===== src/rtl/serial_out_buffer.sv =====
// Parallel-in/serial-out buffer with a one-word holding register, so back-to-back
// words leave the serial output without a gap.
module serial_out_buffer #(
    parameter int WIDTH     = 8,
    parameter bit MSB_FIRST = 1'b1,
    parameter int CNT_W     = 3
) (
    input  logic             clk_in,
    input  logic             rst_in,
    input  logic [WIDTH-1:0] vect_in,
    input  logic             load_in,
    output logic             ready_out,
    input  logic             shift_en_in,
    input  logic             abort_in,
    output logic             ser_out,
    output logic             ser_valid_out,
    output logic             last_out,
    output logic             done_out,
    output logic [WIDTH-1:0] vect_out,
    output logic             busy_out
);

    // state | meaning
    // IDLE  | no word in sr, serial output masked
    // SHIFT | sr holds the word being serialised, cnt = bits already consumed
    typedef enum logic {IDLE = 1'b0, SHIFT = 1'b1} state_t;

    localparam logic [CNT_W-1:0] LAST_CNT = CNT_W'(WIDTH - 1);

    state_t           state_q;
    logic [WIDTH-1:0] sr_q;
    logic [WIDTH-1:0] hold_q;
    logic             hold_full_q;
    logic [CNT_W-1:0] cnt_q;
    logic             done_q;
    logic [WIDTH-1:0] vect_q;

    logic             accept;
    logic             final_bit;
    logic [WIDTH-1:0] sr_shifted;

    assign ready_out  = rst_in && !hold_full_q;
    assign accept     = load_in && ready_out && !abort_in;
    assign final_bit  = (state_q == SHIFT) && shift_en_in && (cnt_q == LAST_CNT);
    assign sr_shifted = MSB_FIRST ? {sr_q[WIDTH-2:0], 1'b0} : {1'b0, sr_q[WIDTH-1:1]};

    assign busy_out      = (state_q == SHIFT);
    assign ser_valid_out = busy_out;
    assign ser_out       = busy_out && (MSB_FIRST ? sr_q[WIDTH-1] : sr_q[0]);
    assign last_out      = busy_out && (cnt_q == LAST_CNT);
    assign done_out      = done_q;
    assign vect_out      = vect_q;

    always_ff @(posedge clk_in) begin
        if (!rst_in) begin
            state_q     <= IDLE;
            sr_q        <= '0;
            hold_q      <= '0;
            hold_full_q <= 1'b0;
            cnt_q       <= '0;
            done_q      <= 1'b0;
            vect_q      <= '0;
        end else begin
            done_q <= 1'b0;
            vect_q <= sr_q;
            if (abort_in) begin
                state_q     <= IDLE;
                sr_q        <= '0;
                hold_q      <= '0;
                hold_full_q <= 1'b0;
                cnt_q       <= '0;
            end else begin
                case (state_q)
                    IDLE: begin
                        if (accept) begin
                            sr_q    <= vect_in;
                            cnt_q   <= '0;
                            state_q <= SHIFT;
                        end
                    end
                    SHIFT: begin
                        if (shift_en_in) begin
                            if (cnt_q != LAST_CNT) begin
                                sr_q  <= sr_shifted;
                                cnt_q <= cnt_q + 1'b1;
                            end else if (hold_full_q) begin
                                sr_q        <= hold_q;
                                hold_full_q <= 1'b0;
                                cnt_q       <= '0;
                            end else if (accept) begin
                                // Word arriving on the final bit skips the holding register.
                                sr_q  <= vect_in;
                                cnt_q <= '0;
                            end else begin
                                sr_q    <= '0;
                                cnt_q   <= '0;
                                state_q <= IDLE;
                                done_q  <= 1'b1;
                            end
                        end
                        if (accept && !final_bit) begin
                            hold_q      <= vect_in;
                            hold_full_q <= 1'b1;
                        end
                    end
                    default: state_q <= IDLE;
                endcase
            end
        end
    end

endmodule


===== config.mk =====
export PLATFORM = sky130hd
export DESIGN_NAME = serial_out_buffer
export DESIGN_NICKNAME = d
export VERILOG_FILES = /design/src/rtl/serial_out_buffer.sv
export SDC_FILE = /design/constraint.sdc
export NUM_CORES = 1
export LEC_CHECK = 0
export CAP_MARGIN = 10
export CORE_MARGIN = 2
export CORE_UTILIZATION = 49
export CTS_CLUSTER_DIAMETER = 200
export DETAILED_ROUTE_END_ITERATION = 10
export PLACE_DENSITY = 0.77
export SLEW_MARGIN = 20
export SYNTH_ARGS = -nofsm -noshare
export SYNTH_HDL_FRONTEND = slang
export SYNTH_SLANG_ARGS = --single-unit
export TNS_END_PERCENT = 50

===== constraint.sdc =====
create_clock -name clk_in -period 1.85 [get_ports clk_in]
set_input_delay 0.37 -clock clk_in [delete_from_list [all_inputs] [get_ports clk_in]]
set_output_delay 0.37 -clock clk_in [all_outputs]
set_load 0.01 [all_outputs]

# Word-level counts from Yosys, hierarchy flattened
# Cells that the tools add are included.
[word_totals] in_bits=13 register_bits=30
[op_classes] n_mux=19 n_bitwise=3 n_eq_ne=5 addsub=1 reduce_logical=17
[ops] op="8-bit two-way mux" count=5
[ops] op="8-bit case mux with 2 select lines" count=1
[ops] op="3-bit two-way mux" count=3
[ops] op="1-bit logical AND" count=8
[ops] op="1-bit two-way mux" count=8
[ops] op="3-bit case mux with 2 select lines" count=1
[ops] op="6-bit OR reduction" count=1
[ops] op="2-bit inequality test, second input constant" count=2
[ops] op="2-bit AND reduction" count=2
[ops] op="3-bit by 1-bit adder with 3-bit output, second input constant" count=1
[ops] op="3-bit == test, second input constant" count=1
[ops] op="1-bit zero test" count=3
[ops] op="3-bit inequality test, second input constant" count=1
[ops] op="1-bit NOT" count=3
[ops] op="3-bit AND reduction" count=1
[ops] op="2-bit by 1-bit inequality test with 1-bit output, second input constant" count=1
[ops] op="1-bit case mux with 2 select lines" count=1
[ops] op="2-bit nonzero test" count=1
[ops] op="2-bit OR reduction" count=1

# Depth between registers and ports, before layout
[depth] depth_word=9 ltp_mapped=8 depth_no_buf=6

# Worst setup path after synthesis
# OpenSTA, ideal clock, no wires.
[synth_path] kind="reg2out" startpoint="register cnt_q[0]" endpoint="output last_out" path_slack_ns=0.339 t_required_ns=1.480 n_path_buf=2 t_arrival_ns=1.141 stages_incl_launch_ff=7 cell_sequence="dfxtp_1 > ha_1 > ha_1 > buf_2 > buf_2 > nand2_1 > inv_1"
[synth_via] elab_chain_cells=2
[synth_lines] element="from (decl)" line="34" text="logic [CNT_W-1:0] cnt_q;"
[synth_lines] element="from (signal assigned)" line="85" text="cnt_q <= cnt_q + 1'b1;"
[synth_lines] element="3-bit == test" line="50" text="assign last_out = busy_out && (cnt_q == LAST_CNT);"
[synth_lines] element="1-bit logical AND" line="50"
[synth_lines] element="to (decl)" line="17" text="output logic last_out,"
# No other way between the ends.

# Final worst setup path
[layout_path] startpoint="register state_q, in the netlist busy_out" endpoint="output busy_out"
[layout_rtl] element="from (decl)" line="30" text="state_t state_q;"
[layout_rtl] element="from (signal assigned)" line="56" text="state_q <= IDLE;"
[layout_rtl] element="from (signal assigned)" line="67" text="state_q <= IDLE;"
[layout_rtl] element="from (signal assigned)" line="78" text="state_q <= SHIFT;"
[layout_rtl] element="to (decl)" line="20" text="output logic busy_out"
# No word-level cell between the ends.

==> summary.md <==
| Metric | Value |
|---|---|
| Status | `completed` |
| Via count | `1,181` |
| Min Tclk post-route | `1.80 ns` |
| Vias per cell | `5.57` |
| Area Overhead vs Synth | `32.8%` |
| Synth Cell Area | `1300 um2` |
| Worst path bufs/invs | `2` |
| Worst endpoint data arrival time | `1.43 ns` |
| FILL cells | `195` |
| Detailed Routing Iterations Pass 1 | `4` |
| Routed WL | `3170 um` |
| Setup crit start kind | `flop` |
| Die height | `55.6 um` |
| Site Rows | `18` |
| Ports | `27` |
| Number of CTS-inserted buffers | `5` |
| Setup slack, reg-to-reg | `0.14 ns` |
| Cell at the slowest stage of the critical path | `clkdlybuf4s50_1` |
| Most numerous cell in the Yosys netlist | `dfxtp_1` |
| Setup violators final | `0` |
| Clock skew | `0.00916 ns` |
| Share of the synthesized area in the top cell type | `46.1%` |
| Total Power | `1.22 mW` |
| TritonCTS clock tree | `yes` |
| Dpl hpwl | `2230 um` |
| Clock slew at reported path FFs | `0.10 ns` |
| Later-pin clock latency in the skew report | `0.33 ns` |
| Slew Limit Headroom | `77.1%` |
| H-tree levels | `2` |
| Clk Tree Root Cell | `clkbuf_4` |
| Yosys cell types | `33` |
| Crit-path max cell delay | `0.54 ns` |
| Routability cong. | `0.847` |
| Post-synth EDFFs | `0` |
| Detailed router's first-iteration violation count | `47` |
| Post-synthesis sequential area ratio | `46.1%` |
| Nets | `196` |
| Synthesized instance count | `143` |
| Register area | `606 um2` |
| Max_cap viols | `0` |
| Residual DRC count | `0` |
| Top cells by area, synth | `dfxtp_1 46%, mux2i_1 6.1%, nor2_1 4.9%, and2_1 4.8%, o21ai_0 4.2%` |
| Critical path class | `flop to output pin` |
| Synth Register Bits | `30` |
| Gr usage total | `22.2%` |
| Post-Syn Area per Cell | `9.12 um2` |
| Family with the most delay on the worst path | `buffers and inverters` |
| Leak | `0.746 nW` |
| IO Port Bufs | `26` |
| Number of global-route vias before repair | `1,117` |
| Synth Warn # | `0` |
| Worst Path Max Fanout | `10` |
| Multi-input gate area | `632 um2` |
| Die area | `3090 um2` |
| Initial Util | `52.2%` |
| Fin. max-slew vios | `0` |
| PD cells | `702 nW/um2` |
| Die Wd | `55.6 um` |
| Syn Nets | `158` |
| RSZ-0062 raised after global routing | `false` |
| Antenna violations before repair | `0` |
| CTS sink count | `30` |
| Diode count | `0` |
| Area leader, netlist | `dfxtp_1` |
| Bufs on Longest Clock Path | `2` |
| Crit-path cells | `buf_6 > clkdlybuf4s50_1` |
| Post-route ant nets | `0` |
| Top post-synthesis cells by count | `30 x dfxtp_1, 17 x nor2_1, 11 x nand2_1, 11 x o21ai_0, 10 x and2_1` |
| Top FF cell, synth | `dfxtp_1` |
| Grt ovf | `0` |
| F_max | `0.557 GHz` |
| Largest net degree at the start of global routing | `20` |
| Crit. End Element | `output pin` |
| Post-CTS Setup Inserts | `0` |
| Share of layout cells above drive strength 1 | `18.1%` |
| Critical path data required time | `1.48 ns` |
| First-pass GRT wire length | `5220 um` |
| Tcrit/Tclk final | `97.1%` |
| Core area | `2500 um2` |
| Wire per inst | `14.9 um` |
| Post-synth ARST share | `0%` |
| Max VDD drop | `0.000672 V` |
| Final hold vios | `0` |
| Finished Core Util | `69.3%` |
| Worst Tran Pin Value | `0.344 ns` |
| Hold crit path type | `flop to flop` |
cell type report:
type | count | share of cell area [%]
Tap cell | 30 | 2.17
Timing Repair Buffer | 41 | 21.6
Clock inverter | 2 | 0.723
Inverter | 5 | 1.08
Sequential cell | 30 | 35.0
Multi-Input combinational cell | 98 | 36.5
Clock buffer | 6 | 2.96
stage by stage:
step / cell area (um2) / setup slack, ns / hold WS (ns) / TNS (ns) / instances
after floorplan: 1300 / 0.339 / 0.430 / 0 / 143
after global placement: 1660 / -0.160 / 0.443 / -0.409 / 204
after detailed placement: 1660 / -0.164 / 0.456 / -0.964 / 204
after CTS: 1720 / 0.00540 / 0.479 / 0 / 212
after global routing: 1730 / 0.00643 / 0.490 / 0 / 212
final: 1730 / 0.0539 / 0.475 / 0 / 212
routing by layer:
metal,track usage [%],wire (um),vias to the layer above
met1,26.8,1350,545
met5,0,0,-
met4,9.41,46,0
li1,-,-,576
met3,8.60,235,4
met2,35.2,1530,56
where the power goes:
part | total, mW | switching [mW] | internal [mW]
Combinational | 0.135 | 0.0642 | 0.0704
Sequential | 0.664 | 0.00789 | 0.656
Clock | 0.416 | 0.234 | 0.182
Total | 1.22 | 0.306 | 0.909
state kept, by name, indices dropped and copies added, names as in the netlist:
register and cells:
done_out 1, busy_out 1, sr_q 8, vect_out 8, hold_full_q 1, hold_q 8
cnt_q 3
path summary, 6_finish.rpt:
check                           cells after the start                     end                   from
worst min-delay path                                1  vect_out[3]$_SDFF_PN0_   sr_q[3]$_SDFFE_PP0P_
worst max-delay path                                2                busy_out    busy_out$_SDFF_PP0_
worst max register to register                      8  hold_q[7]$_SDFFE_PP0P_  cnt_q[1]$_SDFFE_PP0P_
worst min register to register                      1  vect_out[3]$_SDFF_PN0_   sr_q[3]$_SDFFE_PP0P_
repair_timing:
action / CTS / global route
hold buffers: 0 / 0
pin swaps: 0 / 0
hold endpoints to repair: 0 / 0
resized for setup: 6 / 4
setup endpoints to repair: 4 / 2
placed cells by master (no fill, tap or decap), drive strengths merged, types with 3 or more instances in the layout:
cell type      count
a21oi              8
a221oi             3
a22oi              5
and2              10
buf               15
clkbuf             6
clkdlybuf4s50     23
dfxtp             30
inv                5
mux2i              8
nand2             11
nand3              5
nor2              17
o21ai             12
o221a              3
cells by family after synthesis:
logic type / share of synthesized area (%)
simple gates: 19.4
buf+inv: 5.85
mux: 6.14
compound gates: 20.6
fa+ha+maj: 1.92
flops: 46.1
Power figures use the tool's default switching activity.
